===== config.mk =====
export PLATFORM = sky130hd
export DESIGN_NAME = hazard_detect_unit
export DESIGN_NICKNAME = d
export VERILOG_FILES = /design/src/rtl/hazard_detect_unit.sv
export SDC_FILE = /design/constraint.sdc
export NUM_CORES = 1
export LEC_CHECK = 0
export ABC_AREA = 1
export ABC_CLOCK_PERIOD_IN_PS = 2300
export CAP_MARGIN = 15
export CORE_ASPECT_RATIO = 1.75
export CORE_MARGIN = 4
export CORE_UTILIZATION = 25
export CTS_CLUSTER_SIZE = 14
export DETAILED_ROUTE_END_ITERATION = 10
export PLACE_DENSITY_LB_ADDON = 0.15
export SETUP_SLACK_MARGIN = 0.2
export SLEW_MARGIN = 0
export SYNTH_ARGS = -nofsm -noshare
export SYNTH_HDL_FRONTEND = slang
export SYNTH_SLANG_ARGS = --single-unit

===== constraint.sdc =====
create_clock -name Clk -period 2.3 [get_ports Clk]
set_clock_uncertainty 0.15 [all_clocks]
set_input_delay 0.23 -clock Clk [delete_from_list [all_inputs] [get_ports Clk]]
set_output_delay 0.23 -clock Clk [all_outputs]
set_load 0.02 [all_outputs]

===== src/rtl/hazard_detect_unit.sv =====
// ----------------------------------------------------------------------------
// hazard_detect_unit
//
// Purpose:
//   Data-hazard detection for a 5-stage in-order pipeline. A shadow copy of
//   the EX, MEM and WB destination information is kept here and compared
//   against the source registers of the instruction currently in ID. The block
//   either requests a pipeline stall (hold PC and IF/ID, bubble into EX) or
//   selects an operand bypass path. It also keeps a saturating count of stall
//   cycles.
//
// Configuration:
//   FORWARD_EN  defined   -> operands are bypassed from EX/MEM; only a
//                            load-use hazard stalls.
//               undefined -> no bypassing; any EX or MEM producer stalls the
//                            consumer until the value reaches the write-first
//                            register file (default build).
//
// Ports:
//   Clk          in   1   clock, rising edge
//   Rst          in   1   asynchronous active-high reset
//   DestReg      in   5   destination register of the ID instruction
//   RegWrite_ID  in   1   ID instruction writes DestReg
//   MemRead_ID   in   1   ID instruction is a load
//   Rs_ID        in   5   first source register of the ID instruction
//   Rt_ID        in   5   second source register of the ID instruction
//   UsesRs       in   1   ID instruction reads Rs_ID
//   UsesRt       in   1   ID instruction reads Rt_ID
//   Flush        in   1   squash the instruction leaving ID
//   Stall        out  1   hold PC and IF/ID, bubble into EX
//   ForwardA     out  2   Rs source: 00 regfile, 01 EX result, 10 MEM result
//   ForwardB     out  2   Rt source, same encoding
//   StallCount   out  16  saturating number of stall cycles
// ----------------------------------------------------------------------------
module hazard_detect_unit (
    input  logic        Clk,
    input  logic        Rst,
    input  logic [4:0]  DestReg,
    input  logic        RegWrite_ID,
    input  logic        MemRead_ID,
    input  logic [4:0]  Rs_ID,
    input  logic [4:0]  Rt_ID,
    input  logic        UsesRs,
    input  logic        UsesRt,
    input  logic        Flush,
    output logic        Stall,
    output logic [1:0]  ForwardA,
    output logic [1:0]  ForwardB,
    output logic [15:0] StallCount
);

    typedef struct packed {
        logic       valid;
        logic       regwrite;
        logic       memread;
        logic [4:0] dest;
    } entry_t;

    typedef enum logic [1:0] {
        FWD_RF  = 2'b00,
        FWD_EX  = 2'b01,
        FWD_MEM = 2'b10
    } fwd_sel_e;

    entry_t      ex_q,  ex_d;
    entry_t      mem_q, mem_d;
    entry_t      wb_q,  wb_d;
    logic [15:0] stall_cnt_q, stall_cnt_d;

    logic        rs_ex_hit, rs_mem_hit;
    logic        rt_ex_hit, rt_mem_hit;
    logic        hazard;
    fwd_sel_e    fwd_a, fwd_b;

    // A stage supplies a source only if it holds a real instruction that
    // writes that register; $0 is hard-wired and never produced.
    function automatic logic src_match(input entry_t     e,
                                       input logic [4:0] src,
                                       input logic       uses);
        return e.valid && e.regwrite && (e.dest == src) &&
               (src != 5'd0) && uses;
    endfunction

    // Only EX and MEM are compared. The WB value is written into the register
    // file in the first half of the cycle, so the ID read already sees it.
    // The ID instruction itself is not in the shadow pipeline yet, so it can
    // never match its own destination.
    always_comb begin
        rs_ex_hit  = src_match(ex_q,  Rs_ID, UsesRs);
        rs_mem_hit = src_match(mem_q, Rs_ID, UsesRs);
        rt_ex_hit  = src_match(ex_q,  Rt_ID, UsesRt);
        rt_mem_hit = src_match(mem_q, Rt_ID, UsesRt);
    end

`ifdef FORWARD_EN
    // A load in EX has no data until the end of MEM, so its consumer waits
    // one cycle; everything else is bypassed, youngest producer first.
    always_comb begin
        hazard = ex_q.memread && (rs_ex_hit || rt_ex_hit);
        fwd_a  = FWD_RF;
        fwd_b  = FWD_RF;
        if (!hazard) begin
            if (rs_ex_hit) begin
                fwd_a = FWD_EX;
            end else if (rs_mem_hit) begin
                fwd_a = FWD_MEM;
            end
            if (rt_ex_hit) begin
                fwd_b = FWD_EX;
            end else if (rt_mem_hit) begin
                fwd_b = FWD_MEM;
            end
        end
    end
`else
    // Without bypassing the consumer waits until the producer reaches WB.
    always_comb begin
        hazard = rs_ex_hit || rs_mem_hit || rt_ex_hit || rt_mem_hit;
        fwd_a  = FWD_RF;
        fwd_b  = FWD_RF;
    end
`endif

    // A flushed instruction is discarded, so it never needs to wait. Rst is
    // folded in so a stall ends together with an asynchronous reset.
    always_comb begin
        Stall    = hazard && !Flush && !Rst;
        ForwardA = Rst ? FWD_RF : fwd_a;
        ForwardB = Rst ? FWD_RF : fwd_b;
    end

    always_comb begin
        ex_d = '0;
        if (!Stall && !Flush) begin
            ex_d.valid    = 1'b1;
            ex_d.regwrite = RegWrite_ID;
            ex_d.memread  = MemRead_ID;
            ex_d.dest     = DestReg;
        end
        mem_d = ex_q;
        wb_d  = mem_q;

        stall_cnt_d = stall_cnt_q;
        if (Stall && (stall_cnt_q != '1)) begin
            stall_cnt_d = stall_cnt_q + 16'd1;
        end
    end

    always_ff @(posedge Clk or posedge Rst) begin
        if (Rst) begin
            ex_q        <= '0;
            mem_q       <= '0;
            wb_q        <= '0;
            stall_cnt_q <= '0;
        end else begin
            ex_q        <= ex_d;
            mem_q       <= mem_d;
            wb_q        <= wb_d;
            stall_cnt_q <= stall_cnt_d;
        end
    end

    assign StallCount = stall_cnt_q;

    // Bubbles are always fully cleared, so an invalid entry can never carry
    // stale destination or control bits down the shadow pipeline.
    always_comb begin
        a_ex_bubble_clean:  assert (ex_q.valid  || (ex_q  == '0));
        a_mem_bubble_clean: assert (mem_q.valid || (mem_q == '0));
        a_wb_bubble_clean:  assert (wb_q.valid  || (wb_q  == '0));
    end

endmodule


==> flow_summary.json <==
{
  "synth_compound_area_share_pct": 1.04,
  "core_um2": 7510,
  "boundaryPins": 43,
  "synth_simple_gate_area_share_pct": 40.5,
  "grtUsageMet1_pct": 11.6,
  "met3_usage_pct": 2.26,
  "met2_usage_pct": 23.6,
  "setup_viol": 0,
  "wl_per_cell_um": 12.1,
  "r2r_slack_ps": 390,
  "maxCapViolations": 0,
  "start_kind": "input port",
  "vias_per_cell": 4.27,
  "syn_to_final_growth_pct": 38.1,
  "final-seq-area_um2": 751,
  "synthMuxAreaShare_pct": 0,
  "place_hpwl_um": 4130,
  "layoutNonFillerInstCount": 422,
  "fp.dieH_um": 124,
  "worst_path_largest_cell_delay_ps": 520,
  "r2r_end": "StallCount[2]",
  "die_area_um2": 9210,
  "yosysTopAreaCellShare_pct": 39.1,
  "slew_headroom_pct": 64.3,
  "syn_area_per_cell_um2": 6.84,
  "grt_pass1_wl_um": 8420,
  "dp.cells": 414,
  "postLayoutCellArea_um2": 2650,
  "n_fill_cell": 832,
  "fin_tns_setup_ps": 0,
  "hp-class": "reg2reg",
  "vdd_drop_max_uv": 347,
  "critPathMaxFanout": 3,
  "firstDrtPassIters": 4,
  "cts_tree": "built",
  "num_antenna_cells": 0,
  "io_buffers": 37,
  "p_total_uw": 1450,
  "htree_levels": 2,
  "grt.busiest_layer": "met2",
  "fmax_mhz": 509,
  "crit-reg2reg-launch": "StallCount[0]",
  "synth_area_leaders": "dfrtp_1 39%, nand2_1 22%, inv_1 7.2%",
  "fin_hold_ws_ps": 223,
  "min_period_over_period_pct": 85.4,
  "synth_cell_types": 24,
  "cellLeakagePower_uw": 0.00138,
  "synth-xor-area-share_pct": 6.84,
  "endpoint_kind": "output port",
  "p_per_area_nw_per_um2": 547,
  "path_cells": "clkdlybuf4s50_1, inv_2, nand2_1, nand2_1, nor2_2, nand3_1, nand2_1, nand2_2, nand2_4, nand2_1, inv_1, buf_4",
  "start_util_pct": 25.6,
  "cp_common_cell": "nand2_1",
  "synthesis.area_um2": 1920,
  "routed_wl_um": 5090,
  "synth_top_family_by_area": "simple AND/OR/NAND/NOR gates",
  "layout_common_cells": "113 x nand2_1, 36 x inv_1, 31 x clkdlybuf4s50_1",
  "drive_gt1_share_pct": 15.0,
  "rsz0062_at_grt": "false",
  "cts_buffers": 5,
  "cts.clk_slew.worst_paths_ps": 50,
  "layout.cells.most_common": "nand2_1",
  "cpMaxStageDelayCell": "clkdlybuf4s50_1",
  "rr_worst_depth": 10,
  "die_x_um": 74.3,
  "hold_viol": 0,
  "grt_pass1_vias": 1909,
  "syn_inst": 281,
  "clock_latency_ps": 270,
  "drtIter0Drc": 30,
  "track_usage_pct": 12.0,
  "cts-root-buf": "clkbuf_16",
  "status": "complete, no violations",
  "crit_type": "in2out",
  "finalWeightedCongestion": 0.893,
  "clk_path_buf_depth": 2,
  "grt_overflow_total": 0,
  "place_area_um2": 2470,
  "crit_required_ps": 1920,
  "vias": 1802,
  "synthAdderAreaFrac_pct": 0.651,
  "yosysTopAreaCell": "dfrtp_1",
  "min_period_ps": 1970,
  "grt_max_degree": 19,
  "grt_antenna_before_repair": 0,
  "cp-startpoint": "Rt_ID[1]",
  "layout.nets": 356,
  "ant_nets": 0,
  "worstMarginPinSlew_ps": 530,
  "route.detailed.drc": 0,
  "num_rows": 42,
  "crit_arrival_ps": 1590,
  "synth_seq_area_share_pct": 39.1,
  "ys_warn_count": 0,
  "cts_sinks": 30,
  "maxSlewViolCount": 0,
  "endpoint": "Stall",
  "multi_input_area_um2": 967,
  "synth_seq_cells": 30
}
[what timing repair did]
action | 4_1_cts | 5_1_grt
gates resized for setup | 9 | 8
pin swaps | 0 | 0
buffers inserted | 0 | 0
setup endpoints to repair | 1 | 1
cloned | 0 | 0
hold buffers | 0 | 0
[sequential cells by signal, indices dropped and copies added, names as in the netlist]
| signal | cells |
|---|---|
| ex_q | 7 |
| mem_q | 7 |
| StallCount | 16 |
[cells in the mapped netlist (all sizes together)]
cell type / number
buf: 6
conb: 1
dfrtp: 30
ha: 1
inv: 47
nand2: 118
nand3: 11
nand4: 6
nor2: 35
nor3: 5
nor4: 2
o21ai: 4
xnor2: 2
xor2: 13
[power by group]
part / internal [uW] / total, uW / switching (uW)
sequential: 545 / 562 / 17.4
clock: 506 / 731 / 226
combinational: 71.7 / 157 / 85.5
[cell families (layout without fill, tap and decap cells)]
kind of cell	after synthesis	count (layout)
flops	30	30
compound gates	4	4
xor+xnor	15	15
other cells	1	4
buf+inv	53	103
simple gates	177	177
fa+ha+maj	1	1
[metal layers]
| metal | vias to the layer above | share of wire [%] |
|---|---|---|
| met5 | - | 0 |
| met4 | 0 | 3.8 |
| met3 | 14 | 4.8 |
| met2 | 42 | 57 |
| met1 | 813 | 35 |
| li1 | 933 | - |
[worst max-delay path: cells and delay by family]
family                 cells  cell delay, ps
and+or+nand+nor            8             590
buffers and inverters      4             780
[area by class of cell]
class | count | share of cell area (%)
clock buffers | 5 | 4.71
repair buffers | 48 | 18.2
inverters | 47 | 6.65
clock inverters | 3 | 1.51
flip-flops and latches | 30 | 28.3
well taps | 88 | 4.15
multi-input cells | 201 | 36.4
[through the flow]
stage                     util [%]  setup slack, ps
final                         35.3              335
after floorplan                  -              432
after CTS                     35.1              278
after global placement        32.9             -214
after detailed placement      32.9             -207
after global routing          35.3              203
[worst min path at each step]
stage                    start  endpoint  slack, ps  cells after the start
floorplan           DestReg[0]   ex_q[0]        190                      2
global placement       ex_q[7]  mem_q[7]        210                      0
detailed placement     ex_q[7]  mem_q[7]        210                      0
CTS                    ex_q[7]  mem_q[7]        230                      0
global route           ex_q[6]  mem_q[6]        250                      0
finish                 ex_q[7]  mem_q[7]        220                      0
Note: power is estimated with default switching activity, not from simulation.
